===== src/rtl/icc_pkg.sv =====
// Shared types and constants for the integer condition-code / branch unit.
package icc_pkg;

    // Bicc condition field encodings
    typedef enum logic [3:0] {
        BN   = 4'b0000,
        BE   = 4'b0001,
        BLE  = 4'b0010,
        BL   = 4'b0011,
        BLEU = 4'b0100,
        BCS  = 4'b0101,
        BNEG = 4'b0110,
        BVS  = 4'b0111,
        BA   = 4'b1000,
        BNE  = 4'b1001,
        BG   = 4'b1010,
        BGE  = 4'b1011,
        BGU  = 4'b1100,
        BCC  = 4'b1101,
        BPOS = 4'b1110,
        BVC  = 4'b1111
    } cond_e;

    // Branch sequencer states: waiting for a branch, or waiting for its delay slot
    typedef enum logic [0:0] {
        IDLE = 1'b0,
        SLOT = 1'b1
    } state_e;

    // Bit positions of the flags inside the {N,Z,C,V} icc vector
    localparam int ICC_N = 3;
    localparam int ICC_Z = 2;
    localparam int ICC_C = 1;
    localparam int ICC_V = 0;

    // Position of the set-flags bit in the ALU opcode
    localparam int S_BIT = 4;

    // True when the ALU is writing the condition codes this cycle
    function automatic logic flag_write(input logic valid, input logic [5:0] opcode);
        return valid && opcode[S_BIT];
    endfunction

endpackage


===== src/rtl/icc_cond_eval.sv =====
// Combinational Bicc condition evaluator: (cond, icc) -> taken.
// Codes 1001..1111 are the complements of 0001..0111, and BA (1000) is the
// complement of BN (0000), so only the low three bits select a base test.
module icc_cond_eval
    import icc_pkg::*;
(
    input  logic [3:0] cond,
    input  logic [3:0] icc,
    output logic       taken
);

    logic n_s;
    logic z_s;
    logic c_s;
    logic v_s;
    logic base_s;

    assign n_s = icc[ICC_N];
    assign z_s = icc[ICC_Z];
    assign c_s = icc[ICC_C];
    assign v_s = icc[ICC_V];

    // Select the base test from the low bits, then optionally invert it
    always_comb begin
        base_s = 1'b0;
        case (cond[2:0])
            3'b000:  base_s = 1'b0;
            3'b001:  base_s = z_s;
            3'b010:  base_s = z_s | (n_s ^ v_s);
            3'b011:  base_s = n_s ^ v_s;
            3'b100:  base_s = c_s | z_s;
            3'b101:  base_s = c_s;
            3'b110:  base_s = n_s;
            3'b111:  base_s = v_s;
            default: base_s = 1'b0;
        endcase
        if (cond[3]) begin
            taken = ~base_s;
        end else begin
            taken = base_s;
        end
    end

endmodule


===== src/rtl/icc_branch_unit.sv =====
// Integer condition-code register and delayed-branch resolver.
// Optional feature macro: ICC_FWD_EN -- when defined, a branch accepted in the
// same cycle as a flag-setting ALU op evaluates on the incoming flags; when
// undefined, br_ready drops for that cycle and the branch evaluates one cycle
// later against the updated icc register.
module icc_branch_unit
    import icc_pkg::*;
#(
    parameter int ADDR_W = 32
) (
    input  logic              clk,
    input  logic              reset,
    input  logic              alu_valid,
    input  logic [5:0]        alu_opcode,
    input  logic              N,
    input  logic              Z,
    input  logic              C,
    input  logic              V,
    input  logic              br_valid,
    input  logic [3:0]        br_cond,
    input  logic              br_annul,
    input  logic [ADDR_W-1:0] br_target,
    output logic              br_ready,
    input  logic              slot_valid,
    output logic [3:0]        icc,
    output logic              annul_slot,
    output logic              redirect,
    output logic [ADDR_W-1:0] target_pc
);

    state_e            state_q;
    state_e            state_d;
    logic [3:0]        icc_q;
    logic [3:0]        icc_d;
    logic [ADDR_W-1:0] target_pc_q;
    logic [ADDR_W-1:0] target_pc_d;
    logic              taken_q;
    logic              taken_d;
    logic              annul_slot_q;
    logic              annul_slot_d;
    logic              redirect_q;
    logic              redirect_d;

    logic              flag_wr_s;
    logic              gate_s;
    logic [3:0]        eval_icc_s;
    logic              taken_s;
    logic              accept_s;
    logic              unused_opcode_s;

    // Only the S bit of the opcode matters to this unit
    assign unused_opcode_s = ^{alu_opcode[5], alu_opcode[3:0]};

    assign flag_wr_s = flag_write(alu_valid, alu_opcode);

`ifdef ICC_FWD_EN
    // Forward the incoming flags so a coincident branch needs no stall
    always_comb begin
        gate_s = 1'b0;
        if (flag_wr_s) begin
            eval_icc_s = {N, Z, C, V};
        end else begin
            eval_icc_s = icc_q;
        end
    end
`else
    // Stall the branch for one cycle while the icc register is being written
    always_comb begin
        gate_s     = flag_wr_s;
        eval_icc_s = icc_q;
    end
`endif

    icc_cond_eval u_cond_eval (
        .cond  (br_cond),
        .icc   (eval_icc_s),
        .taken (taken_s)
    );

    assign br_ready = !reset && (state_q == IDLE) && !gate_s;
    assign accept_s = br_valid && br_ready;

    // Next-state logic for the flags and the branch/delay-slot sequencer
    always_comb begin
        state_d      = state_q;
        target_pc_d  = target_pc_q;
        taken_d      = taken_q;
        annul_slot_d = annul_slot_q;
        redirect_d   = 1'b0;

        if (flag_wr_s) begin
            icc_d = {N, Z, C, V};
        end else begin
            icc_d = icc_q;
        end

        case (state_q)
            IDLE: begin
                if (accept_s) begin
                    state_d      = SLOT;
                    target_pc_d  = br_target;
                    taken_d      = taken_s;
                    annul_slot_d = br_annul && (!taken_s || (br_cond == BA));
                end else begin
                    annul_slot_d = 1'b0;
                end
            end
            SLOT: begin
                if (slot_valid) begin
                    state_d      = IDLE;
                    redirect_d   = taken_q;
                    annul_slot_d = 1'b0;
                end else begin
                    state_d = SLOT;
                end
            end
            default: begin
                state_d      = IDLE;
                annul_slot_d = 1'b0;
            end
        endcase
    end

    // State and registered outputs; reset drops any pending branch
    always_ff @(posedge clk) begin
        if (reset) begin
            state_q      <= IDLE;
            icc_q        <= 4'b0000;
            target_pc_q  <= {ADDR_W{1'b0}};
            taken_q      <= 1'b0;
            annul_slot_q <= 1'b0;
            redirect_q   <= 1'b0;
        end else begin
            state_q      <= state_d;
            icc_q        <= icc_d;
            target_pc_q  <= target_pc_d;
            taken_q      <= taken_d;
            annul_slot_q <= annul_slot_d;
            redirect_q   <= redirect_d;
        end
    end

    assign icc        = icc_q;
    assign annul_slot = annul_slot_q;
    assign redirect   = redirect_q;
    assign target_pc  = target_pc_q;

endmodule


===== config.mk =====
export PLATFORM = sky130hd
export DESIGN_NAME = icc_branch_unit
export DESIGN_NICKNAME = d
export VERILOG_FILES = /design/src/rtl/icc_pkg.sv /design/src/rtl/icc_cond_eval.sv /design/src/rtl/icc_branch_unit.sv
export SDC_FILE = /design/constraint.sdc
export NUM_CORES = 1
export LEC_CHECK = 0
export CAP_MARGIN = 20
export CORE_UTILIZATION = 37
export CTS_CLUSTER_DIAMETER = 200
export DETAILED_ROUTE_END_ITERATION = 7
export PLACE_DENSITY = 0.9
export SYNTH_ARGS = -nofsm -noshare
export SYNTH_HDL_FRONTEND = slang
export SYNTH_SLANG_ARGS = --single-unit

===== constraint.sdc =====
create_clock -name clk -period 1.62 [get_ports clk]
set_input_delay 0.162 -clock clk [delete_from_list [all_inputs] [get_ports clk]]
set_output_delay 0.162 -clock clk [all_outputs]
set_load 0.05 [all_outputs]

==> summary.md <==
| Metric | Value |
|---|---|
| Status | `finished, final reports clean` |
| Largest area contributor in the netlist | `dfxtp_1` |
| Fin crit share | `97.18%` |
| Antenna violations before repair | `0` |
| Fin. max-slew vios | `0` |
| Critical-path cell list | `clkdlybuf4s50_1` |
| Clk_lat worst skew | `290 ps` |
| DRC Markers | `0` |
| Final wirelength | `3.930 mm` |
| Inserted Diodes | `0` |
| Starting Density | `38.82%` |
| CP arrival | `1410 ps` |
| Min Tclk post-route | `1574 ps` |
| Max_cap viols | `0` |
| Synth Instances | `190` |
| Gp weighted congestion | `0.6917` |
| DRT Pass-1 Iters | `4` |
| DP Wirelength | `2.807 mm` |
| Synth top area share | `50.83%` |
| Number of buffers created by CTS | `5` |
| Clock slew at reported path FFs | `70 ps` |
| Total grt overflow | `0` |
| Placed Instances | `323` |
| Gr usage total | `18.07%` |
| Non-Filler Instances | `330` |
| Critical path's slowest cell | `clkdlybuf4s50_1` |
| CTS Root Cell | `clkbuf_8` |
| Crit end category | `output pin` |
| Max FO, Critical Path | `2` |
| Min Hold Slack | `402.0 ps` |
| VDD IR max | `0.4365 mV` |
| RSZ-0062 raised after global routing | `no` |
| Die X | `67.25 µm` |
| CTS H-tree depth | `2` |
| P&R area growth vs syn | `61.24%` |
| Core area | `4058 µm²` |
| Final Power | `2.311 mW` |
| Share of layout cells above drive strength 1 | `18.21%` |
| Rel. slew slack | `66.15%` |
| Most frequent cells in the layout | `73 x nand2_1, 48 x clkdlybuf4s50_1, 41 x buf_4` |
| Post-route ant nets | `0` |
| Hold Vio Cnt, Final | `0` |
| Delay-heaviest family, CP | `buffers and inverters` |
| Row cnt | `23` |
| CTS max path bufs | `2` |
| Syn_nets | `242` |
| Largest net degree at the start of global routing | `34` |
| Worst min-delay path category | `input pin to flip-flop` |
| Iteration-0 DRC Markers | `52` |
| Port Buffer Count | `85` |
| CTS tree | `done` |
| Via count | `1618` |
| P_leak | `1.229 nW` |
| Clk_skew | `4.076 ps` |
| Final nets | `332` |
| Die Ht | `67.25 µm` |
| Via density per instance | `4.903` |
| Crit path kind | `flip-flop to output pin` |
| Worst path bufs/invs | `1` |
| Sequential fraction of the synthesis area | `50.83%` |
| Tightest Pin Transition | `507.0 ps` |
| Most common cell after layout, fill and taps aside | `nand2_1` |
| Vias in the first global route | `1401` |
| I/O pin total | `91` |
| FMAX | `0.6352 GHz` |
| Yosys Warn Count | `0` |
| CP Data Required Time | `1460 ps` |
| Global-route wire length before repair | `6.196 mm` |
| Mapped Area | `1575 µm²` |
| Avg WL per Cell | `11.91 µm` |
| Die area | `4523 µm²` |
| Clk sink count | `40` |
| Worst Setup Start Kind | `flip-flop` |
| Area contributors post-synth | `dfxtp_1 51%, nand2_1 17%, nand3b_1 15%, clkbuf_1 1.9%, a21oi_1 1.6%` |
| Mean Syn Cell Area | `8.291 µm²` |
| Post-CTS Hold Fix Bufs | `0` |
| Setup violators final | `0` |
| Number of synthesized register bits | `40` |
| Critical Path Max Stage Delay | `800 ps` |
| Power density cells | `910.0 nW/µm²` |
| Yosys cell types | `25` |
power by group:
part           total, mW  switching (mW)  internal (mW)
registers           1.09          0.0380           1.05
logic              0.610           0.356          0.255
clock network      0.613           0.320          0.293
total               2.31           0.714           1.60
cell type report:
cell class	instances	area, µm²
Inverter	1	3.754
Sequential cell	40	802.0
Tap cell	50	62.56
Timing Repair Buffer	95	870.8
Fill cell	343	1518
Clock inverter	1	5.005
Multi-Input combinational cell	137	723.2
Clock buffer	6	72.57
sequential cells by signal, summed over array words and instances (netlist names):
| name | flops |
|---|---|
| icc | 4 |
| annul_slot | 1 |
| redirect | 1 |
| taken_q | 1 |
| state_q | 1 |
| target_pc | 32 |
metal layers:
metal | global-route usage [%] | wire length, µm | vias up
met1 | 22.15 | 1717 | 753
met3 | 5.068 | 282 | 7
li1 | - | - | 807
met4 | 7.181 | 53 | 0
met2 | 29.63 | 1877 | 51
met5 | 0 | 0 | -
kinds of logic (layout without fill, tap and decap cells):
group / Yosys count / after routing / synth area share [%]
buf+inv: 13 / 103 / 3.574
compound gates: 14 / 14 / 5.560
simple gates: 122 / 122 / 39.48
xor+xnor: 1 / 1 / 0.5561
flops: 40 / 40 / 50.83
repair_timing:
| item | in CTS | in global routing |
|---|---|---|
| setup endpoints to repair | 0 | 5 |
| gates resized for setup | 0 | 5 |
| setup buffers | 0 | 0 |
Yosys cell counts:
master,count
nand2b_1,3
buf_4,1
nor2_1,2
nand4bb_1,1
a22oi_1,1
and4bb_1,1
o21ai_0,4
nand3b_1,32
xor2_1,1
or3_1,1
a21oi_1,5
inv_1,1
or4_1,1
dfxtp_1,40
o32a_1,1
nand3_1,5
nand2_2,1
nor2b_1,1
nand2_1,73
o221ai_1,1
clkbuf_1,8
a211oi_1,1
buf_2,3
o2111ai_1,1
and3_1,1
stage by stage:
stage / instance area (µm²) / worst slack (ps) / utilization, % / TNS, ps
after floorplan: 1582 / 16.09 / - / 0
after global placement: 2450 / -75.09 / 60.38 / -98.87
after detailed placement: 2450 / -140.1 / 60.38 / -220.4
after CTS: 2527 / 12.87 / 62.29 / 0
after global routing: 2540 / 16.09 / 62.60 / 0
final: 2540 / 45.70 / 62.60 / 0
worst paths after layout:
kind                                    start       endpoint  slack, ps  cells after the start
worst max register to register         icc[3]     annul_slot        270                      5
worst min register to register   target_pc[3]   target_pc[3]        470                      2
worst min-delay path            br_target[15]  target_pc[15]        400                      3
worst max-delay path            target_pc[23]  target_pc[23]         50                      1
No activity file was read; power rests on OpenSTA's default activity.
